File: src/rtl/text_pkg.sv
// Shared constants for the text line renderer: font geometry, character codes
// and pipeline depth.
package text_pkg;

  localparam int DEF_GLYPH_W = 5;
  localparam int DEF_GLYPH_H = 7;
  localparam int CODE_W      = 6;
  localparam int ROW_W       = 3;
  localparam int LATENCY     = 3;

  localparam logic [CODE_W-1:0] CHAR_BLANK = 6'd0;
  localparam logic [CODE_W-1:0] CHAR_A     = 6'd1;
  localparam logic [CODE_W-1:0] CHAR_Z     = 6'd26;
  localparam logic [CODE_W-1:0] CHAR_0     = 6'd27;
  localparam logic [CODE_W-1:0] CHAR_9     = 6'd36;
  localparam logic [CODE_W-1:0] CHAR_DASH  = 6'd37;
  localparam logic [CODE_W-1:0] CHAR_COLON = 6'd38;

endpackage

File: src/rtl/font_rom.sv
// 5x7 font ROM with one registered read port; returns one glyph row, MSB is the
// leftmost column. Unassigned codes and rows past the glyph height read blank.
module font_rom
  import text_pkg::*;
(
  input  logic                   clk,
  input  logic                   rst_n,
  input  logic [CODE_W-1:0]      code,
  input  logic [ROW_W-1:0]       row,
  output logic [DEF_GLYPH_W-1:0] bits
);

  logic [DEF_GLYPH_W*DEF_GLYPH_H-1:0] glyph;

  // Each entry lists rows top to bottom, five columns per row.
  always_comb begin
    glyph = '0;
    case (code)
      6'd1:  glyph = 35'b01110_10001_10001_11111_10001_10001_10001;
      6'd2:  glyph = 35'b11110_10001_10001_11110_10001_10001_11110;
      6'd3:  glyph = 35'b01110_10001_10000_10000_10000_10001_01110;
      6'd4:  glyph = 35'b11100_10010_10001_10001_10001_10010_11100;
      6'd5:  glyph = 35'b11111_10000_10000_11110_10000_10000_11111;
      6'd6:  glyph = 35'b11111_10000_10000_11110_10000_10000_10000;
      6'd7:  glyph = 35'b01110_10001_10000_10111_10001_10001_01111;
      6'd8:  glyph = 35'b10001_10001_10001_11111_10001_10001_10001;
      6'd9:  glyph = 35'b01110_00100_00100_00100_00100_00100_01110;
      6'd10: glyph = 35'b00111_00010_00010_00010_00010_10010_01100;
      6'd11: glyph = 35'b10001_10010_10100_11000_10100_10010_10001;
      6'd12: glyph = 35'b10000_10000_10000_10000_10000_10000_11111;
      6'd13: glyph = 35'b10001_11011_10101_10101_10001_10001_10001;
      6'd14: glyph = 35'b10001_10001_11001_10101_10011_10001_10001;
      6'd15: glyph = 35'b01110_10001_10001_10001_10001_10001_01110;
      6'd16: glyph = 35'b11110_10001_10001_11110_10000_10000_10000;
      6'd17: glyph = 35'b01110_10001_10001_10001_10101_10010_01101;
      6'd18: glyph = 35'b11110_10001_10001_11110_10100_10010_10001;
      6'd19: glyph = 35'b01111_10000_10000_01110_00001_00001_11110;
      6'd20: glyph = 35'b11111_00100_00100_00100_00100_00100_00100;
      6'd21: glyph = 35'b10001_10001_10001_10001_10001_10001_01110;
      6'd22: glyph = 35'b10001_10001_10001_10001_10001_01010_00100;
      6'd23: glyph = 35'b10001_10001_10001_10101_10101_10101_01010;
      6'd24: glyph = 35'b10001_10001_01010_00100_01010_10001_10001;
      6'd25: glyph = 35'b10001_10001_10001_01010_00100_00100_00100;
      6'd26: glyph = 35'b11111_00001_00010_00100_01000_10000_11111;
      6'd27: glyph = 35'b01110_10001_10011_10101_11001_10001_01110;
      6'd28: glyph = 35'b00100_01100_00100_00100_00100_00100_01110;
      6'd29: glyph = 35'b01110_10001_00001_00010_00100_01000_11111;
      6'd30: glyph = 35'b11111_00010_00100_00010_00001_10001_01110;
      6'd31: glyph = 35'b00010_00110_01010_10010_11111_00010_00010;
      6'd32: glyph = 35'b11111_10000_11110_00001_00001_10001_01110;
      6'd33: glyph = 35'b00110_01000_10000_11110_10001_10001_01110;
      6'd34: glyph = 35'b11111_00001_00010_00100_01000_01000_01000;
      6'd35: glyph = 35'b01110_10001_10001_01110_10001_10001_01110;
      6'd36: glyph = 35'b01110_10001_10001_01111_00001_00010_01100;
      6'd37: glyph = 35'b00000_00000_00000_11111_00000_00000_00000;
      6'd38: glyph = 35'b00000_01100_01100_00000_01100_01100_00000;
      default: glyph = '0;
    endcase
  end

  always_ff @(posedge clk or negedge rst_n) begin
    if (!rst_n) begin
      bits <= '0;
    end else if (int'(row) < DEF_GLYPH_H) begin
      bits <= DEF_GLYPH_W'(glyph >> (DEF_GLYPH_W * (DEF_GLYPH_H - 1 - int'(row))));
    end else begin
      bits <= '0;
    end
  end

endmodule

File: src/rtl/text_line_render.sv
// Three-stage text line renderer: scan position -> glyph cell lookup -> font row
// -> lit pixel, with a writable character buffer and a frame-counted blink.
module text_line_render
  import text_pkg::*;
#(
  parameter int NUM_CHARS    = 8,
  parameter int GLYPH_W      = DEF_GLYPH_W,
  parameter int GLYPH_H      = DEF_GLYPH_H,
  parameter int SPACING      = 1,
  parameter int SCALE        = 4,
  parameter int BLINK_FRAMES = 30,
  localparam int IDX_W       = (NUM_CHARS > 1) ? $clog2(NUM_CHARS) : 1
) (
  input  logic              clk,
  input  logic              rst_n,
  input  logic [9:0]        x,
  input  logic [9:0]        y,
  input  logic              frame_start,
  input  logic [9:0]        start_x,
  input  logic [9:0]        start_y,
  input  logic              wr_en,
  input  logic [IDX_W-1:0]  wr_idx,
  input  logic [CODE_W-1:0] wr_code,
  input  logic              blink_en,
  output logic              display
);

  localparam int CELL  = (GLYPH_W + SPACING) * SCALE;
  localparam int BOX_W = NUM_CHARS * CELL;
  localparam int BOX_H = GLYPH_H * SCALE;
  localparam int SH    = $clog2(SCALE);
  localparam int COL_W = (GLYPH_W + SPACING > 1) ? $clog2(GLYPH_W + SPACING) : 1;
  localparam int BLK_W = (BLINK_FRAMES > 1) ? $clog2(BLINK_FRAMES) : 1;
  localparam logic [GLYPH_W-1:0] LEFT_COL = GLYPH_W'(1) << (GLYPH_W - 1);

  logic [CODE_W-1:0] char_buf [NUM_CHARS];

  logic [10:0]       x_ext, y_ext, sx_ext, sy_ext, rx, ry;
  logic              in_box;
  logic [IDX_W-1:0]  rd_idx;

  logic              s1_in_box, s2_in_box;
  logic [COL_W-1:0]  s1_col, s2_col;
  logic [ROW_W-1:0]  s1_row;
  logic [CODE_W-1:0] s1_code;
  logic [GLYPH_W-1:0] rom_bits;

  logic [BLK_W-1:0]  blink_cnt;
  logic              blink_phase;

  // Widened to 11 bits so a box reaching past column 1023 still compares correctly.
  always_comb begin
    x_ext  = {1'b0, x};
    y_ext  = {1'b0, y};
    sx_ext = {1'b0, start_x};
    sy_ext = {1'b0, start_y};
    rx     = x_ext - sx_ext;
    ry     = y_ext - sy_ext;
    in_box = (x_ext >= sx_ext) && (x_ext < sx_ext + 11'(BOX_W)) &&
             (y_ext >= sy_ext) && (y_ext < sy_ext + 11'(BOX_H));
    rd_idx = IDX_W'(rx / 11'(CELL));
  end

  always_ff @(posedge clk or negedge rst_n) begin
    if (!rst_n) begin
      for (int i = 0; i < NUM_CHARS; i++) char_buf[i] <= '0;
    end else if (wr_en && (int'(wr_idx) < NUM_CHARS)) begin
      char_buf[wr_idx] <= wr_code;
    end
  end

  // Stage 1 reads char_buf before this edge's write lands, so a same-cycle
  // write to the slot being scanned shows up one pixel later.
  always_ff @(posedge clk or negedge rst_n) begin
    if (!rst_n) begin
      s1_in_box <= 1'b0;
      s1_code   <= '0;
      s1_col    <= '0;
      s1_row    <= '0;
      s2_in_box <= 1'b0;
      s2_col    <= '0;
      display   <= 1'b0;
    end else begin
      s1_in_box <= in_box;
      s1_code   <= in_box ? char_buf[rd_idx] : CHAR_BLANK;
      s1_col    <= COL_W'((rx % 11'(CELL)) >> SH);
      s1_row    <= ROW_W'(ry >> SH);
      s2_in_box <= s1_in_box;
      s2_col    <= s1_col;
      // Spacing columns shift the mask off the end and read as unlit.
      display   <= s2_in_box && (|(rom_bits & (LEFT_COL >> s2_col))) &&
                   !(blink_en && blink_phase);
    end
  end

  font_rom u_font_rom (
    .clk   (clk),
    .rst_n (rst_n),
    .code  (s1_code),
    .row   (s1_row),
    .bits  (rom_bits)
  );

  always_ff @(posedge clk or negedge rst_n) begin
    if (!rst_n) begin
      blink_cnt   <= '0;
      blink_phase <= 1'b0;
    end else if (frame_start) begin
      if (blink_cnt == BLK_W'(BLINK_FRAMES - 1)) begin
        blink_cnt   <= '0;
        blink_phase <= ~blink_phase;
      end else begin
        blink_cnt <= blink_cnt + 1'b1;
      end
    end
  end

endmodule

File: config.mk
export PLATFORM = sky130hd
export DESIGN_NAME = text_line_render
export DESIGN_NICKNAME = d
export VERILOG_FILES = /design/src/rtl/text_pkg.sv /design/src/rtl/font_rom.sv /design/src/rtl/text_line_render.sv
export SDC_FILE = /design/constraint.sdc
export NUM_CORES = 1
export LEC_CHECK = 0
export CAP_MARGIN = 25
export CORE_UTILIZATION = 35
export DETAILED_ROUTE_END_ITERATION = 10
export HOLD_SLACK_MARGIN = 0.08
export MAX_ROUTING_LAYER = met4
export PLACE_DENSITY = 0.49
export SYNTH_ARGS = -nofsm -noshare
export SYNTH_HDL_FRONTEND = slang
export SYNTH_SLANG_ARGS = --single-unit
File: constraint.sdc
create_clock -name clk -period 14 [get_ports clk]
set_input_delay 2.1 -clock clk [delete_from_list [all_inputs] [get_ports clk]]
set_output_delay 2.1 -clock clk [all_outputs]
set_load 0.02 [all_outputs]
Word-level counts from Yosys, hierarchy flattened
Memories as Yosys holds them, arrays and structs flattened. Cells that the tools add are included.

Memories: 1. Logic and storage cells: 62. Output and inout bits: 1. ROM bits: 2240. Register bits: 77.

Equality and inequality tests: 1. Bitwise gates (word level): 4. $add $sub $neg: 6. Mux-type cells: 9. Div/mod/pow operators: 2. $lt $le $gt $ge: 8. Shift-type cells: 2. Reductions and logical operators: 10. Multipliers: 1.

Memory list: (name not given) (depth 64, bits a word 35, rd ports 1, clocked after memory_dff 0, write ports 0, line font_rom.sv:18) `case (code)`.

Operators by type and width (count): bitwise mux 48 bit (1); >> shifter 35 x 32 -> 5 bit (1); multiplier 4 x 32 -> 32 bit, first input constant (1); 2-to-1 mux 6 bit (4); < comparator 10 x 11 -> 1 bit (2); >= comparator 10 bit (2); binary-select mux 6 bit (select 3 bit) (1); demux 6 bit (select 3 bit) (1); adder 10 x 5 -> 11 bit, second input constant (1); adder 10 x 8 -> 11 bit, second input constant (1); divider 11 x 5 -> 11 bit, second input constant (1); remainder unit 11 x 5 -> 11 bit, second input constant (1); subtractor 10 x 10 -> 11 bit (1); 2-to-1 mux 5 bit (2); >= comparator 4 bit, second input constant (2); NOT 3 -> 4 bit (2); logical AND 1 bit (7); adder 5 x 1 -> 5 bit, second input constant (1); AND 5 bit (1); equality test 5 bit, second input constant (1); OR reduction 5 bit (1); >> shifter 5 x 3 -> 5 bit, first input constant (1); subtractor 5 bit (1); < comparator 4 x 1 -> 1 bit, second input constant (1); 5 further kinds (5).

Depth between registers and ports, before layout
Depth after elaboration: 7. Gate-level depth with buffers: 26.

Hierarchy
Synthesis repeated with hierarchy kept, for this count alone.

Cell total of the unflattened synthesis: 965. Area total of the unflattened synthesis: 8446.9 um^2.

Modules (own cells, without submodules): text_line_render (area each 4991.0 um^2, cells an instance 482, times used 1); font_rom (area each 3455.8 um^2, cells an instance 483, times used 1).

Least setup slack after synthesis
OpenSTA, ideal clock, no wires.

Path kind: input to register. From: in x[0]. To: reg s1_code[4]. Setup slack: 8215 ps. Library setup time: 132 ps. Data arrival time: 5653 ps. Path buffers: 2. Cell stages on the path: 18. Cell sequence: inv_1 ha_1 fa_1 and2b_1 o2111a_1 or2_2 a2111oi_4 or3_2 o2111ai_1 nand3_1 o21ai_4 o21bai_2 or2_1 buf_6 buf_8 mux2_4 a2bb2oi_2 a31oi_1.

Word-level cells in the longest chain between the ends: 7.

Ends and longest elaborated chain: from (decl) (line text_line_render.sv:16) `input logic [9:0] x,`; subtractor 10 x 10 -> 11 bit (line text_line_render.sv:57) `rx = x_ext - sx_ext;`; divider 11 x 5 -> 11 bit (line text_line_render.sv:61) `rd_idx = IDX_W'(rx / 11'(CELL));`; NOT 3 -> 4 bit (implied by the code) (line text_line_render.sv:85) `s1_code <= in_box ? char_buf[rd_idx] : CHAR_BLANK;`; binary-select mux 6 bit (select 3 bit) (line text_line_render.sv:85); 2-to-1 mux 6 bit (implied by the code) (2 in series) (line text_line_render.sv:85); 2-to-1 mux 6 bit * (line text_line_render.sv:85); to (signal assigned) (line text_line_render.sv:85); to (decl) (line text_line_render.sv:45) `logic [CODE_W-1:0] s1_code;`.

Every way passes the cells marked *; elsewhere a longest branch is shown, timed or not. The select of a mux whose other input is x is not followed. A chain may end at the register's enable or synchronous reset.

Worst setup path in the final report
From: in start_x[6]. To: reg s1_code[5].

Word-level cells in the longest chain between the ends: 7.

Ends and longest elaborated chain: from (decl) (line text_line_render.sv:19) `input logic [9:0] start_x,`; subtractor 10 x 10 -> 11 bit (line text_line_render.sv:57); divider 11 x 5 -> 11 bit (line text_line_render.sv:61); NOT 3 -> 4 bit (implied by the code) (line text_line_render.sv:85); binary-select mux 6 bit (select 3 bit) (line text_line_render.sv:85); 2-to-1 mux 6 bit (implied by the code) (2 in series) (line text_line_render.sv:85); 2-to-1 mux 6 bit * (line text_line_render.sv:85).

Marks and branches as above.

==> PnR_summary.wiki <==
{| class="wikitable"
! Metric !! Value
|-
| GRT Residual Overflow || 0
|-
| Proportion of power drawn by the clock network || 0.205
|-
| Overall via count from detail_route || 7342
|-
| PD cells || 141 mW/mm^2
|-
| Number of fillers in the final layout || 2288
|-
| Pre-CTS worst setup slack || approximately 6.9 ns
|-
| Quantity of I/O buffers inserted on ports || between 50 and 60
|-
| Average vias per placed instance || roughly 5.9
|-
| Worst hold path type || register to register
|-
| TritonCTS buffer count || 9
|-
| Detail Route Antenna Nets || 0
|-
| Synth warn || 0
|-
| Worst slew pin tran || 1.04 ns
|-
| Static power due to leakage || 3.89 nW
|-
| Register bit total from synthesis || 77
|-
| Number of DRC violations after detailed routing || 0
|-
| Die height || 155 um
|-
| Post-synth cell types || 88
|-
| FFs w/ async S/R, synth || 1.00
|-
| Hpwl dp || around 18 mm
|-
| Drt total wl || 23.6 mm
|-
| Pins Over Slew Limit || 0
|-
| Mapped Avg Cell Area || between 8 and 9 um^2
|-
| Layout Nets || 1072
|-
| Antenna violations before repair || 0
|-
| Largest cells by area after synthesis || sky130_fd_sc_hd__dfrtp_1 (24%), sky130_fd_sc_hd__ha_1 (8.3%), sky130_fd_sc_hd__mux2_2 (8.0%)
|-
| Horizontal die dimension || 155 um
|-
| Average wire per standard cell || about 19 um
|-
| Overall fraction of global-route tracks in use || 0.207
|-
| Register clock-pin slew on the reported worst setup and hold paths || 0.07 ns
|-
| Worst Setup End Kind || register
|-
| Share of the yosys chip area belonging to registers || 0.236
|-
| # hold bufs at CTS || 0
|-
| Clock tree from TritonCTS || done
|-
| Most instantiated flip-flop cell in the synthesis netlist || sky130_fd_sc_hd__dfrtp_1
|-
| Least setup slack across all paths after layout || 7.18 ns
|-
| Die Outline Area || 0.0239 mm^2
|-
| Type of the setup path with the least slack || input port to register
|-
| Logic gate share of total power || 0.557
|-
| Final TNS setup || 0 ns
|-
| Data arrival time at the worst-slack endpoint || between 7 and 8 ns
|-
| Post-Syn Area || 0.00815 mm^2
|-
| Achievable frequency || 0.147 GHz
|-
| I/O Pins || 55
|-
| Setup violations, final || 0
|-
| Cts repair resizes || 0
|-
| Layout Area Growth over Synthesis || 13.2%
|-
| Row count || 55
|-
| Final design utilization || 0.406
|-
| Switching fraction of total power || 0.425
|-
| H-tree depth reported by CTS || 3
|-
| Pin count of the biggest net entering global routing || 75
|-
| Max-Cap Viols || 0
|-
| Kind of start point of the critical path || input port
|-
| Final clock skew || around 0.0068 ns
|-
| Outcome || completed
|-
| Register-to-Register Setup Slack || 8.03 ns
|-
| Final number of hold-violating endpoints || 0
|-
| Post-route cell area || 0.00922 mm^2
|-
| Most frequent standard cell in the layout excluding fill and tap cells || sky130_fd_sc_hd__dfrtp_1
|-
| Worst hold margin || 0.349 ns
|-
| Top library cells by usage in the layout, fill and taps aside || sky130_fd_sc_hd__dfrtp_1 (77), sky130_fd_sc_hd__nor2_1 (76), sky130_fd_sc_hd__nand2_1 (67)
|-
| TritonCTS Sinks || between 70 and 80
|-
| Crit Path Max Fanout || 18
|-
| Total net switching power || 0.000552 W
|-
| Cell type with the highest aggregate area in the netlist || sky130_fd_sc_hd__dfrtp_1
|-
| Total nets after synthesis || 1060
|-
| Layout cells sized above 1 || 0.138
|-
| Required time at the worst-slack endpoint || approximately 14 ns
|-
| Post-CTS setup buffer count || 0
|-
| Number of global-route vias before repair || 7180
|-
| Post-layout min period || roughly 7 ns
|-
| Cell-internal power || 0.000747 W
|-
| Yosys top cell area share || 0.236
|-
| Area of the multi-input gates || around 0.0057 mm^2
|-
| Sequential fraction of design power || 0.238
|-
| RSZ-0062 raised after global routing || no
|-
| Sequential standard cell area || slightly below 0.002 mm^2
|-
| Final weighted congestion of routability-driven global placement || 0.917
|-
| Core box area || 0.0227 mm^2
|-
| Number of antenna cells inserted || 0
|-
| Placed cell areas || 0.00883 mm^2
|-
| Instance count of the mapped netlist || 950
|-
| Maximum buffer depth of the clock tree || 2
|-
| DR iter-0 viols || 890
|-
| First-pass DRT Iterations || 5
|-
| Worst relative slew slack || 0.306
|-
| Number of synthesized flops with an enable pin || 0
|-
| Global-route wire length before repair || 38.6 mm
|-
| Initial cell density of the core || 0.359
|-
| Insertion delay of the later-clocked pin in the worst-skew pair || 0.34 ns
|-
| Root Driver || sky130_fd_sc_hd__clkbuf_16
|-
| Maximum vdd ir drop || 73.7 uV
|-
| Post-route clock period utilization || 0.487
|}
-- cell type report --
type | instances | share of cell area
timing repair buffer | 66 | 0.0724
inverter | 50 | 0.0203
clock buffer | 9 | 0.0244
clock inverter | 7 | 0.0121
multi-input combinational | 758 | 0.623
sequential | 77 | 0.209
tap | 285 | 0.0387
-- worst max-delay path: stages --
cell and delay, ns:
sky130_fd_sc_hd__clkdlybuf4s50_1 0.50, sky130_fd_sc_hd__inv_1 0.07, sky130_fd_sc_hd__ha_1 0.56, sky130_fd_sc_hd__a211oi_1 0.16, sky130_fd_sc_hd__o21ai_0 0.32, sky130_fd_sc_hd__mux2i_1 0.27
sky130_fd_sc_hd__and3_1 0.52, sky130_fd_sc_hd__nand3_1 0.23, sky130_fd_sc_hd__or3_1 0.37, sky130_fd_sc_hd__nand3_1 0.15, sky130_fd_sc_hd__o21ai_1 0.14, sky130_fd_sc_hd__a21oi_1 0.14
sky130_fd_sc_hd__or2_1 0.79, sky130_fd_sc_hd__mux2i_1 0.19, sky130_fd_sc_hd__and3_1 0.24, sky130_fd_sc_hd__a2111oi_2 0.31
-- metal layers --
layer / up-vias / GRT usage / wire length, um
li1: 3552 / - / -
met1: 3538 / 0.277 / 11200
met2: 213 / 0.321 / 10800
met3: 39 / 0.0339 / 1110
met4: 0 / 0.0613 / 563
met5: - / - / 0
-- final timing paths --
check                           cells past startpoint                            to           startpoint
worst max-delay path                               16          s1_code[5]$_DFF_PN0_           start_x[6]
worst min-delay path                                0           s2_in_box$_DFF_PN0_  s1_in_box$_DFF_PN0_
worst max register to register                     22  u_font_rom.bits[0]$_DFF_PN0_  s1_row[0]$_DFF_PN0_
worst min register to register                      0           s2_in_box$_DFF_PN0_  s1_in_box$_DFF_PN0_
max in group asynchronous                           3      char_buf[12]$_DFFE_PN0P_                rst_n
min in group asynchronous                           1           s1_row[0]$_DFF_PN0_                rst_n
-- flip-flops by register name (all words and copies together), names as in the netlist --
register         flops
blink_cnt            5
display              1
s1_in_box            1
s1_code              6
s1_row               3
char_buf            48
blink_phase          1
s2_in_box            1
s2_col               3
s1_col               3
u_font_rom.bits      5
-- per-stage QoR --
step,std cells,total power [W]
finish,1252,0.00130
global route,1252,0.00139
CTS,1250,0.00130
detailed placement,1234,0.00103
global placement,1234,0.00103
floorplan,950,0.000869
-- power groups by stage --
stage | Combinational, W | Clock, W | Sequential, W
after floorplan | 0.000570 | 0 | 0.000299
after global placement | 0.000710 | 0 | 0.000318
after detailed placement | 0.000712 | 0 | 0.000317
after CTS | 0.000714 | 0.000273 | 0.000314
after global routing | 0.000796 | 0.000282 | 0.000317
final | 0.000724 | 0.000266 | 0.000310
-- Yosys cell counts, drive strengths merged (7+ instances only) --
| library cell | count |
|---|---|
| a211oi | 13 |
| a21o | 13 |
| a21oi | 64 |
| a22oi | 9 |
| a2bb2oi | 8 |
| a31oi | 21 |
| and3 | 12 |
| buf | 20 |
| clkbuf | 45 |
| dfrtp | 77 |
| ha | 54 |
| inv | 50 |
| mux2 | 62 |
| mux2i | 39 |
| mux4 | 17 |
| nand2 | 67 |
| nand2b | 17 |
| nand3 | 22 |
| nor2 | 77 |
| nor2b | 17 |
| nor3 | 23 |
| o2111ai | 8 |
| o211ai | 9 |
| o21a | 16 |
| o21ai | 59 |
| o22ai | 7 |
| or2 | 7 |
| or3 | 8 |
| xnor2 | 18 |
-- cell families (layout without fill, tap and decap cells) --
| kind of cell | after synthesis | count (layout) | share of synthesized area |
|---|---|---|---|
| compound gates | 283 | 283 | 0.242 |
| xor+xnor | 24 | 24 | 0.0267 |
| fa+ha+maj | 56 | 56 | 0.0878 |
| buf+inv | 115 | 132 | 0.0585 |
| flops | 77 | 77 | 0.236 |
| mux | 118 | 118 | 0.182 |
| simple gates | 277 | 277 | 0.167 |
Power figures use the tool's default switching activity.
